===== config.mk =====
export PLATFORM = sky130hd
export DESIGN_NAME = kamacore_fetch
export DESIGN_NICKNAME = d
export VERILOG_FILES = /design/src/rtl/kamacore_pkg.sv /design/src/rtl/kamacore_fifo.sv /design/src/rtl/kamacore_fetch.sv
export SDC_FILE = /design/constraint.sdc
export NUM_CORES = 1
export LEC_CHECK = 0
export ABC_AREA = 1
export BUFFER_PORTS_ARGS = -buffer_cell sky130_fd_sc_hd__clkbuf_2
export CORE_UTILIZATION = 45
export CTS_BUF_LIST = sky130_fd_sc_hd__clkbuf_16
export CTS_CLUSTER_SIZE = 12
export DETAILED_ROUTE_END_ITERATION = 10
export GPL_TIMING_DRIVEN = 1
export MAX_ROUTING_LAYER = met4
export PLACE_DENSITY = 0.77
export SETUP_SLACK_MARGIN = 0.02
export SLEW_MARGIN = 15
export SYNTH_ARGS = -nofsm -noshare
export SYNTH_HDL_FRONTEND = slang
export SYNTH_SLANG_ARGS = --single-unit

===== constraint.sdc =====
create_clock -name clk -period 2.4 [get_ports clk]
set_clock_uncertainty 0.05 [all_clocks]
set_input_delay 0.36 -clock clk [delete_from_list [all_inputs] [get_ports clk]]
set_output_delay 0.36 -clock clk [all_outputs]
set_load 0.005 [all_outputs]

===== src/rtl/kamacore_pkg.sv =====
// Shared constants and types for the kamacore instruction fetch slice.
package kamacore_pkg;

  // Default datapath/address width and instruction width.
  localparam int unsigned CPU_WIDTH  = 32;
  localparam int unsigned INST_WIDTH = 32;

  // Fetch control state: RUN issues requests, FLUSH drains stale responses.
  typedef enum logic [0:0] {
    StRun,
    StFlush
  } fetch_state_e;

  // Bits needed to hold a count in the range 0..n inclusive.
  function automatic int unsigned cnt_w(input int unsigned n);
    return (n < 1) ? 1 : $clog2(n + 1);
  endfunction

endpackage


===== src/rtl/kamacore_fifo.sv =====
// Synchronous FIFO with flush; simultaneous push and pop on a full FIFO is allowed.
// Storage is reset to zero so the head reads as zero while in reset.
module kamacore_fifo
  import kamacore_pkg::*;
#(
  parameter int unsigned WIDTH = 32,
  parameter int unsigned DEPTH = 2
) (
  input  logic                      clk,
  input  logic                      rst_n,
  input  logic                      flush,
  input  logic                      push,
  input  logic [WIDTH-1:0]          wdata,
  input  logic                      pop,
  output logic [WIDTH-1:0]          rdata,
  output logic                      empty,
  output logic                      full,
  output logic [cnt_w(DEPTH)-1:0]   count
);

  localparam int unsigned CW = cnt_w(DEPTH);
  localparam int unsigned AW = (DEPTH > 1) ? $clog2(DEPTH) : 1;

  logic [WIDTH-1:0] mem_q [DEPTH];
  logic [AW-1:0]    wr_ptr_q, rd_ptr_q;
  logic [CW-1:0]    count_q;
  logic             do_push, do_pop;

  function automatic logic [AW-1:0] ptr_inc(input logic [AW-1:0] p);
    return (p == AW'(DEPTH - 1)) ? '0 : p + AW'(1);
  endfunction

  assign empty   = (count_q == '0);
  assign full    = (count_q == CW'(DEPTH));
  assign count   = count_q;
  assign rdata   = mem_q[rd_ptr_q];
  assign do_pop  = pop && !empty;
  // A full FIFO still accepts a write when the head leaves in the same cycle.
  assign do_push = push && (!full || do_pop);

  // Pointer and occupancy registers.
  always_ff @(posedge clk or negedge rst_n) begin
    if (!rst_n) begin
      wr_ptr_q <= '0;
      rd_ptr_q <= '0;
      count_q  <= '0;
    end else if (flush) begin
      wr_ptr_q <= '0;
      rd_ptr_q <= '0;
      count_q  <= '0;
    end else begin
      if (do_push) wr_ptr_q <= ptr_inc(wr_ptr_q);
      if (do_pop)  rd_ptr_q <= ptr_inc(rd_ptr_q);
      count_q <= count_q + CW'(do_push) - CW'(do_pop);
    end
  end

  // Entry storage.
  always_ff @(posedge clk or negedge rst_n) begin
    if (!rst_n) begin
      for (int i = 0; i < int'(DEPTH); i++) mem_q[i] <= '0;
    end else if (do_push && !flush) begin
      mem_q[wr_ptr_q] <= wdata;
    end
  end

endmodule


===== src/rtl/kamacore_fetch.sv =====
// Instruction fetch unit: issues sequential PC requests to instruction memory, matches in-order
// responses to their PCs, buffers them and hands them to decode. Redirects reload the PC and
// discard everything in flight.
// Optional build macro KAMACORE_FETCH_BYPASS_EN: forward a response straight to the
// instruction channel when the buffer is empty, saving one cycle of latency.
module kamacore_fetch #(
  parameter int unsigned          CPU_WIDTH  = kamacore_pkg::CPU_WIDTH,
  parameter logic [CPU_WIDTH-1:0] RESET_PC   = CPU_WIDTH'(32'h0000_0000),
  parameter int unsigned          FIFO_DEPTH = 2
) (
  input  logic                 clk,
  input  logic                 rst_n,
  output logic                 imem_req_valid,
  input  logic                 imem_req_ready,
  output logic [CPU_WIDTH-1:0] imem_req_addr,
  input  logic                 imem_rsp_valid,
  input  logic [CPU_WIDTH-1:0] imem_rsp_data,
  input  logic                 redirect_valid,
  input  logic [CPU_WIDTH-1:0] redirect_pc,
  output logic                 inst_valid,
  input  logic                 inst_ready,
  output logic [CPU_WIDTH-1:0] inst_data,
  output logic [CPU_WIDTH-1:0] inst_pc
);

  import kamacore_pkg::*;

  localparam int unsigned CW = cnt_w(FIFO_DEPTH);
  localparam int unsigned EW = 2 * CPU_WIDTH;

  fetch_state_e         state_q, state_d;
  logic [CPU_WIDTH-1:0] pc_q, pc_d;
  logic [CW-1:0]        out_cnt_q, out_cnt_d;
  logic [CW-1:0]        disc_cnt_q, disc_cnt_d;

  logic                 run;
  logic [CW:0]          inflight;
  logic                 req_valid;
  logic                 req_hs;
  logic                 rsp_live;
  logic [CPU_WIDTH-1:0] rsp_pc;

  logic                 fifo_push, fifo_pop;
  logic                 fifo_empty, fifo_full;
  logic [CW-1:0]        fifo_count;
  logic [EW-1:0]        fifo_wdata, fifo_rdata;
  logic [CPU_WIDTH-1:0] head_data, head_pc;

  logic                 unused_bits;
  assign unused_bits = ^{redirect_pc[1:0], fifo_full};

  assign run       = (state_q == StRun);
  assign inflight  = {1'b0, out_cnt_q} + {1'b0, fifo_count};
  // Gated by rst_n so nothing is requested while reset is held.
  assign req_valid = rst_n && run && (inflight < (CW + 1)'(FIFO_DEPTH));
  assign req_hs    = req_valid && imem_req_ready;

  assign imem_req_valid = req_valid;
  assign imem_req_addr  = pc_q;

  // A response is kept only in RUN and never in a redirect cycle.
  assign rsp_live = rst_n && imem_rsp_valid && run && !redirect_valid;
  // Live requests since the last redirect are contiguous, so the oldest one sits
  // out_cnt words behind the fetch PC.
  assign rsp_pc   = pc_q - (CPU_WIDTH'(out_cnt_q) << 2);

  assign fifo_wdata = {imem_rsp_data, rsp_pc};
  assign head_data  = fifo_rdata[EW-1:CPU_WIDTH];
  assign head_pc    = fifo_rdata[CPU_WIDTH-1:0];

`ifdef KAMACORE_FETCH_BYPASS_EN
  logic bypass;
  assign bypass     = fifo_empty && rsp_live;
  assign inst_valid = !fifo_empty || bypass;
  assign inst_data  = bypass ? imem_rsp_data : head_data;
  assign inst_pc    = bypass ? rsp_pc : head_pc;
  // A forwarded response that decode takes this cycle never touches the buffer.
  assign fifo_push  = rsp_live && !(bypass && inst_ready);
`else
  assign inst_valid = !fifo_empty;
  assign inst_data  = head_data;
  assign inst_pc    = head_pc;
  assign fifo_push  = rsp_live;
`endif

  assign fifo_pop = inst_valid && inst_ready && !fifo_empty;

  kamacore_fifo #(
    .WIDTH (EW),
    .DEPTH (FIFO_DEPTH)
  ) u_fifo (
    .clk   (clk),
    .rst_n (rst_n),
    .flush (redirect_valid),
    .push  (fifo_push),
    .wdata (fifo_wdata),
    .pop   (fifo_pop),
    .rdata (fifo_rdata),
    .empty (fifo_empty),
    .full  (fifo_full),
    .count (fifo_count)
  );

  // Next PC, counters and state.
  always_comb begin
    state_d    = state_q;
    pc_d       = pc_q;
    out_cnt_d  = out_cnt_q;
    disc_cnt_d = disc_cnt_q;

    if (redirect_valid) begin
      pc_d = {redirect_pc[CPU_WIDTH-1:2], 2'b00};
    end else if (req_hs) begin
      pc_d = pc_q + CPU_WIDTH'(4);
    end

    unique case (state_q)
      StRun: begin
        if (redirect_valid) begin
          // Everything in flight, including a request accepted this cycle, becomes a
          // discard; a response landing now is already dropped.
          out_cnt_d  = '0;
          disc_cnt_d = out_cnt_q + CW'(req_hs) - CW'(imem_rsp_valid);
          state_d    = (disc_cnt_d != '0) ? StFlush : StRun;
        end else begin
          out_cnt_d = out_cnt_q + CW'(req_hs) - CW'(imem_rsp_valid);
        end
      end
      StFlush: begin
        // No requests issue here, so a redirect adds no discards.
        disc_cnt_d = disc_cnt_q - CW'(imem_rsp_valid);
        if (disc_cnt_d == '0) state_d = StRun;
      end
      default: state_d = StRun;
    endcase
  end

  // State register.
  always_ff @(posedge clk or negedge rst_n) begin
    if (!rst_n) begin
      state_q    <= StRun;
      pc_q       <= RESET_PC;
      out_cnt_q  <= '0;
      disc_cnt_q <= '0;
    end else begin
      state_q    <= state_d;
      pc_q       <= pc_d;
      out_cnt_q  <= out_cnt_d;
      disc_cnt_q <= disc_cnt_d;
    end
  end

endmodule


---- Word-level counts from Yosys, hierarchy flattened ----
Cells that the tools add are included.
operators by class
  reduce and logical (&&, ||, !) cells .... 22
  add/subtract/negate cells ............... 10
  equal/unequal tests ..................... 2
  bitwise logic cells ..................... 3
  multiplexer cells ....................... 22
  magnitude comparators ................... 4
operators with widths
  cell                                                      count
  two-way mux 64 bit                                        4
  bitwise mux 128 bit                                       1
  demux 64 bit (select 1 bit)                               1
  two-way mux 32 bit                                        2
  adder 32 x 3 -> 32 bit, second input constant             1
  subtractor 32 x 4 -> 32 bit                               1
  logical AND 1 bit                                         12
  two-way mux 1 bit                                         9
  nonzero test 2 bit                                        4
  two-way mux 2 bit                                         3
  subtractor 2 x 1 -> 2 bit                                 3
  adder 2 x 1 -> 2 bit                                      2
  greater-or-equal comparator 2 bit, second input constant  2
  zero test 2 bit                                           2
  inverter 1 -> 2 bit                                       2
  case mux 2 bit (2 select lines)                           1
  adder 2 x 2 -> 3 bit                                      1
  zero test 1 bit                                           3
  < comparator 3 x 2 -> 1 bit, second input constant        1
  adder 1 bit, second input constant                        2
  == test 2 bit, second input constant                      1
  < comparator 2 x 1 -> 1 bit, second input constant        1
  != test 2 bit, second input constant                      1
  case mux 1 bit (2 select lines)                           1
  2 further kinds                                           2
storage, ports and cells
  bits in registers ....................... 169
  logic and storage cells ................. 72

---- Depth between registers and ports, before layout ----
  word-level depth ........................ 10
  gate-level depth with buffers ........... 13
  gate-level depth less buffers ........... 13

---- Hierarchy ----
Synthesis repeated with hierarchy kept, for this count alone.
unflattened totals
  cells, all modules ...................... 1,358
  area, all modules ....................... 9,711.8 um2
modules (own cells, without submodules)
  module          seq. area each (um2)  area each (um2)  cells each  instances
  kamacore_fifo   3,303.2               6,359.8          811         1
  kamacore_fetch  875.8                 3,352.0          547         1

---- Worst setup path after synthesis ----
OpenSTA, ideal clock, no wires.
  kind .................................... reg-to-reg
  start point ............................. register out_cnt_q[0]
  end point ............................... register state_q
  buffers on the path ..................... 0
  cell stages (with the launch flop) ...... 13
  path slack .............................. -0.061 ns
  arrival ................................. 2.328 ns
  data required time ...................... 2.267 ns
  period minus slack after synthesis ...... 2.461 ns
  cell sequence ........................... dfrtp_1 > nand2_1 > inv_1 > fa_1 > nor2_1 > nand3_2 > ha_1 > inv_1 > ha_1 > xor2_1 > xor2_1 > inv_1 > o21ai_0
between the ends
  longest elaborated chain between the ends .. 10
RTL lines
  item                               RTL line               source
  from (decl)                        kamacore_fetch.sv:33   logic [CW-1:0] out_cnt_q, out_cnt_d;
  from (signal assigned)             kamacore_fetch.sv:148  out_cnt_q <= out_cnt_d;
  adder 2 x 2 -> 3 bit               kamacore_fetch.sv:53   assign inflight = {1'b0, out_cnt_q} + {1'b0, fifo_count};
  < comparator 3 x 2 -> 1 bit        kamacore_fetch.sv:55   assign req_valid = rst_n && run && (inflight < (CW + 1)'(FIFO_DEPTH));
  logical AND 1 bit                  kamacore_fetch.sv:55
  logical AND 1 bit                  kamacore_fetch.sv:56   assign req_hs = req_valid && imem_req_ready;
  adder 2 x 1 -> 2 bit *             kamacore_fetch.sv:123  disc_cnt_d = out_cnt_q + CW'(req_hs) - CW'(imem_rsp_valid);
  subtractor 2 x 1 -> 2 bit *        kamacore_fetch.sv:123
  nonzero test 2 bit *               kamacore_fetch.sv:124  state_d = (disc_cnt_d != '0) ? StFlush : StRun;
  two-way mux 1 bit *                kamacore_fetch.sv:124
  two-way mux 1 bit *                kamacore_fetch.sv:119  if (redirect_valid) begin
  case mux 1 bit (2 select lines) *  kamacore_fetch.sv:117  unique case (state_q)
  via state_d                        kamacore_fetch.sv:31   fetch_state_e state_q, state_d;
  to (signal assigned)               kamacore_fetch.sv:141  state_q <= StRun;
  to (signal assigned)               kamacore_fetch.sv:146  state_q <= state_d;
  to (decl)                          kamacore_fetch.sv:31
Mark *: on every way through the listed nets, which the timed path passes. The rest lies on a longest branch.
A chain may end at the register's enable or synchronous reset.

---- Worst setup path in the final report ----
  start point ............................. register u_fifo.count_q[0], in the netlist u_fifo.count[0]
  end point ............................... register disc_cnt_q[1]
between the ends
  longest elaborated chain between the ends .. 8
RTL lines
  item                             RTL line               source
  from (decl)                      kamacore_fifo.sv:26    logic [CW-1:0] count_q;
  from (signal assigned)           kamacore_fifo.sv:54    count_q <= count_q + CW'(do_push) - CW'(do_pop);
  adder 2 x 2 -> 3 bit             kamacore_fetch.sv:53
  < comparator 3 x 2 -> 1 bit      kamacore_fetch.sv:55
  logical AND 1 bit                kamacore_fetch.sv:55
  logical AND 1 bit                kamacore_fetch.sv:56
  adder 2 x 1 -> 2 bit             kamacore_fetch.sv:123
  subtractor 2 x 1 -> 2 bit        kamacore_fetch.sv:123
  two-way mux 2 bit                kamacore_fetch.sv:119
  case mux 2 bit (2 select lines)  kamacore_fetch.sv:117
  to (signal assigned)             kamacore_fetch.sv:149  disc_cnt_q <= disc_cnt_d;
  to (decl)                        kamacore_fetch.sv:34   logic [CW-1:0] disc_cnt_q, disc_cnt_d;
No other way between the ends. The select of a mux whose other input is x is not followed.

==> results.ini <==
[outcome]
outcome = completed

[sta]
fmaxAchievable_ghz = 0.429
finalCritPeriodShare_pct = 97.0
fin_tns_setup_ps = 0
maxSlewHeadroom_pct = 39.5
fin_crit_ps = 2330
setup_viol = 0
hold_viol = 0
finalMaxSlewViolations = 0
tightest_slew_ps = 906
rsz0062_at_grt = true

[finish]
postLayoutCellArea_um2 = 10800
antenna_cells = 0
fillers = 1920
synthToLayoutAreaGrowth_pct = 18.0
drive_gt1_share_pct = 20.1
nets = 1491

[placement]
port_buffers = 161
place_congestion = 0.911
place_hpwl_um = 16800
place_area_um2 = 10200

[synth]
synth_edf_count = 0
yosys-top-cells-count = nand2_1 (519), dfrtp_1 (163), inv_1 (116), nor2_1 (110), o21ai_0 (75)
synth.ff_latch_count = 163
synth_top_flop_cell = dfrtp_1
yosys.area.top_type_share_pct = 44.5
synth-async-reset-ratio_pct = 100
synthesis.area_um2 = 9160
syn_area_per_cell_um2 = 7.25
synth.distinct_cells = 41
synth_top_area_cell = dfrtp_1
synthCells = 1264
yosysWarnings = 0
synth.most_common_cell = nand2_1
synth-seq-area-share_pct = 44.5
synth_area_leaders = dfrtp_1 (45%), nand2_1 (21%), inv_1 (4.8%)

[floorplan]
ios = 168
fp.dieH_um = 145
start_util_pct = 46.4
die_area_um2 = 20900
die_w_um = 145
rows = 51
core_area_um2 = 19700

[routing]
vias_per_cell = 5.08
postRouteAntennaNets = 0
first_pass_iters = 5
drc_errors = 0
drt_wl_total_um = 24200
wire_per_inst_um = 14.3
vias = 8573
drtIter0Drc = 603

[cts]
cts-root-buf = clkbuf_16
cts_tree = yes
cts_made_buffers = 17
ctsLongestPathBuffers = 2
clkTransAtPathRegs_ps = 70
cts_sinks = 163
h-tree-depth = 4
clk-insertion-delay-late_ps = 430

[grt]
grt_pass1_vias = 7987
antenna_found_initial = 0
grt_pass1_wl_um = 38500
track_usage_pct = 24.4
grt_max_degree = 164
grt-ovfl-total = 0

[worst_setup_path]
worst_ep_arrival_time_ps = 2640
cp-start-kind = flop
crit_path_end_kind = flop
critPathKind = reg2reg
worstPathRequired_ps = 2710
worstPathMaxFanout = 2

[pwr]
power_leakage_nw = 5.55
powerDensity_nw_per_um2 = 1030
ir_drop_mv = 0.551

[hold_path]
hp-class = in2reg

[run]
maxCapViolations = 0

==> critical path, cell delays in order (launching register included) <==
cell and delay (ps):
dfrtp_1 380, nand2_1 60, inv_1 40, fa_1 480, nor2_4 140, nand3_4 90, ha_4 270, inv_2 40
ha_4 150, xor2_2 140, xor2_1 190, nand2_1 90, a21oi_2 130
==> report_power, final <==
group	internal [mW]	switching, mW	leakage, nW
combinational	1.70	2.43	3.20
sequential	3.75	0.636	2.08
clock	1.37	1.25	0.271
==> layer usage <==
layer  global-route usage (%)  up-vias  share of wire (%)
met4                     8.31        0                2.2
met3                     3.78       41                6.7
met1                     31.3     3977                 44
li1                         -     4219                  -
met5                        -        -                  0
met2                     39.4      336                 47
==> registers in the layout, indices dropped and copies added (netlist names) <==
register         count
u_fifo.rd_ptr_q      1
u_fifo.mem_q       124
state_q              1
disc_cnt_q           2
u_fifo.count         2
imem_req_addr       30
out_cnt_q            2
u_fifo.wr_ptr_q      1
==> path summary, 6_finish.rpt <==
path                                   from           endpoint  slack [ps]  cells after the start
hold / removal              redirect_pc[10]  imem_req_addr[10]          90                      3
hold reg to reg            u_fifo.mem_q[33]   u_fifo.mem_q[33]         420                      2
setup reg to reg            u_fifo.count[0]      disc_cnt_q[1]          70                     12
setup / recovery            u_fifo.count[0]      disc_cnt_q[1]          70                     12
max in group asynchronous             rst_n    u_fifo.rd_ptr_q        1500                      3
min in group asynchronous             rst_n       out_cnt_q[0]         190                      3
==> placed cells by master, fill, tap and decap left out, drive strengths merged, types with 3 or more instances in the layout <==
| cell type | count |
|---|---|
| xor2 | 21 |
| o21ai | 126 |
| a21oi | 8 |
| ha | 8 |
| nand2 | 523 |
| clkinv | 5 |
| clkbuf | 177 |
| xnor2 | 4 |
| nand4 | 16 |
| inv | 129 |
| conb | 4 |
| buf | 27 |
| o22ai | 5 |
| o211ai | 6 |
| nor3 | 3 |
| nand3 | 66 |
| dfrtp | 163 |
| nor2 | 120 |
==> area by class of cell <==
cell class              instances  area, um2  area share (%)
flip-flops and latches        163       4080            37.8
multi-input cells             921       4340            40.1
clock inverters                15        139            1.29
repair buffers                187       1040            9.59
inverters                     121        457            4.23
clock buffers                  17        425            3.94
well taps                     265        332            3.07
==> metrics by stage <==
| step | total power [mW] | instances | hold slack (ps) | setup WS, ps | utilization (%) |
|---|---|---|---|---|---|
| 2_1_floorplan | 6.82 | 1267 | 14.4 | 25.2 | - |
| 3_3_place_gp | 8.34 | 1654 | 404 | -64.2 | 51.5 |
| 3_5_place_dp | 8.49 | 1654 | 409 | -133 | 51.5 |
| 4_1_cts | 11.2 | 1687 | 72.9 | 22.0 | 54.5 |
| 5_1_grt | 12.0 | 1689 | 93.6 | -50.5 | 54.8 |
| 6_report | 11.1 | 1689 | 85.4 | 71.4 | 54.8 |
==> repair_timing <==
item / in CTS / in global routing
endpoints found under the setup margin: 28 / 48
hold buffers: 0 / 0
gates cloned: 0 / 1
pin swaps: 0 / 3
setup buffers: 1 / 1
resized for setup: 5 / 11
==> logic make-up after synthesis <==
logic type | Yosys count | share of synthesized area (%)
buffers and inverters | 184 | 9.07
XOR/XNOR | 25 | 2.39
AND/OR/NAND/NOR | 732 | 32.7
adder cells (fa/ha/maj) | 10 | 1.53
AO/OA/AOI/OAI | 149 | 9.74
other | 1 | 0.0409
flip-flops | 163 | 44.5
Power figures use the tool's default switching activity.
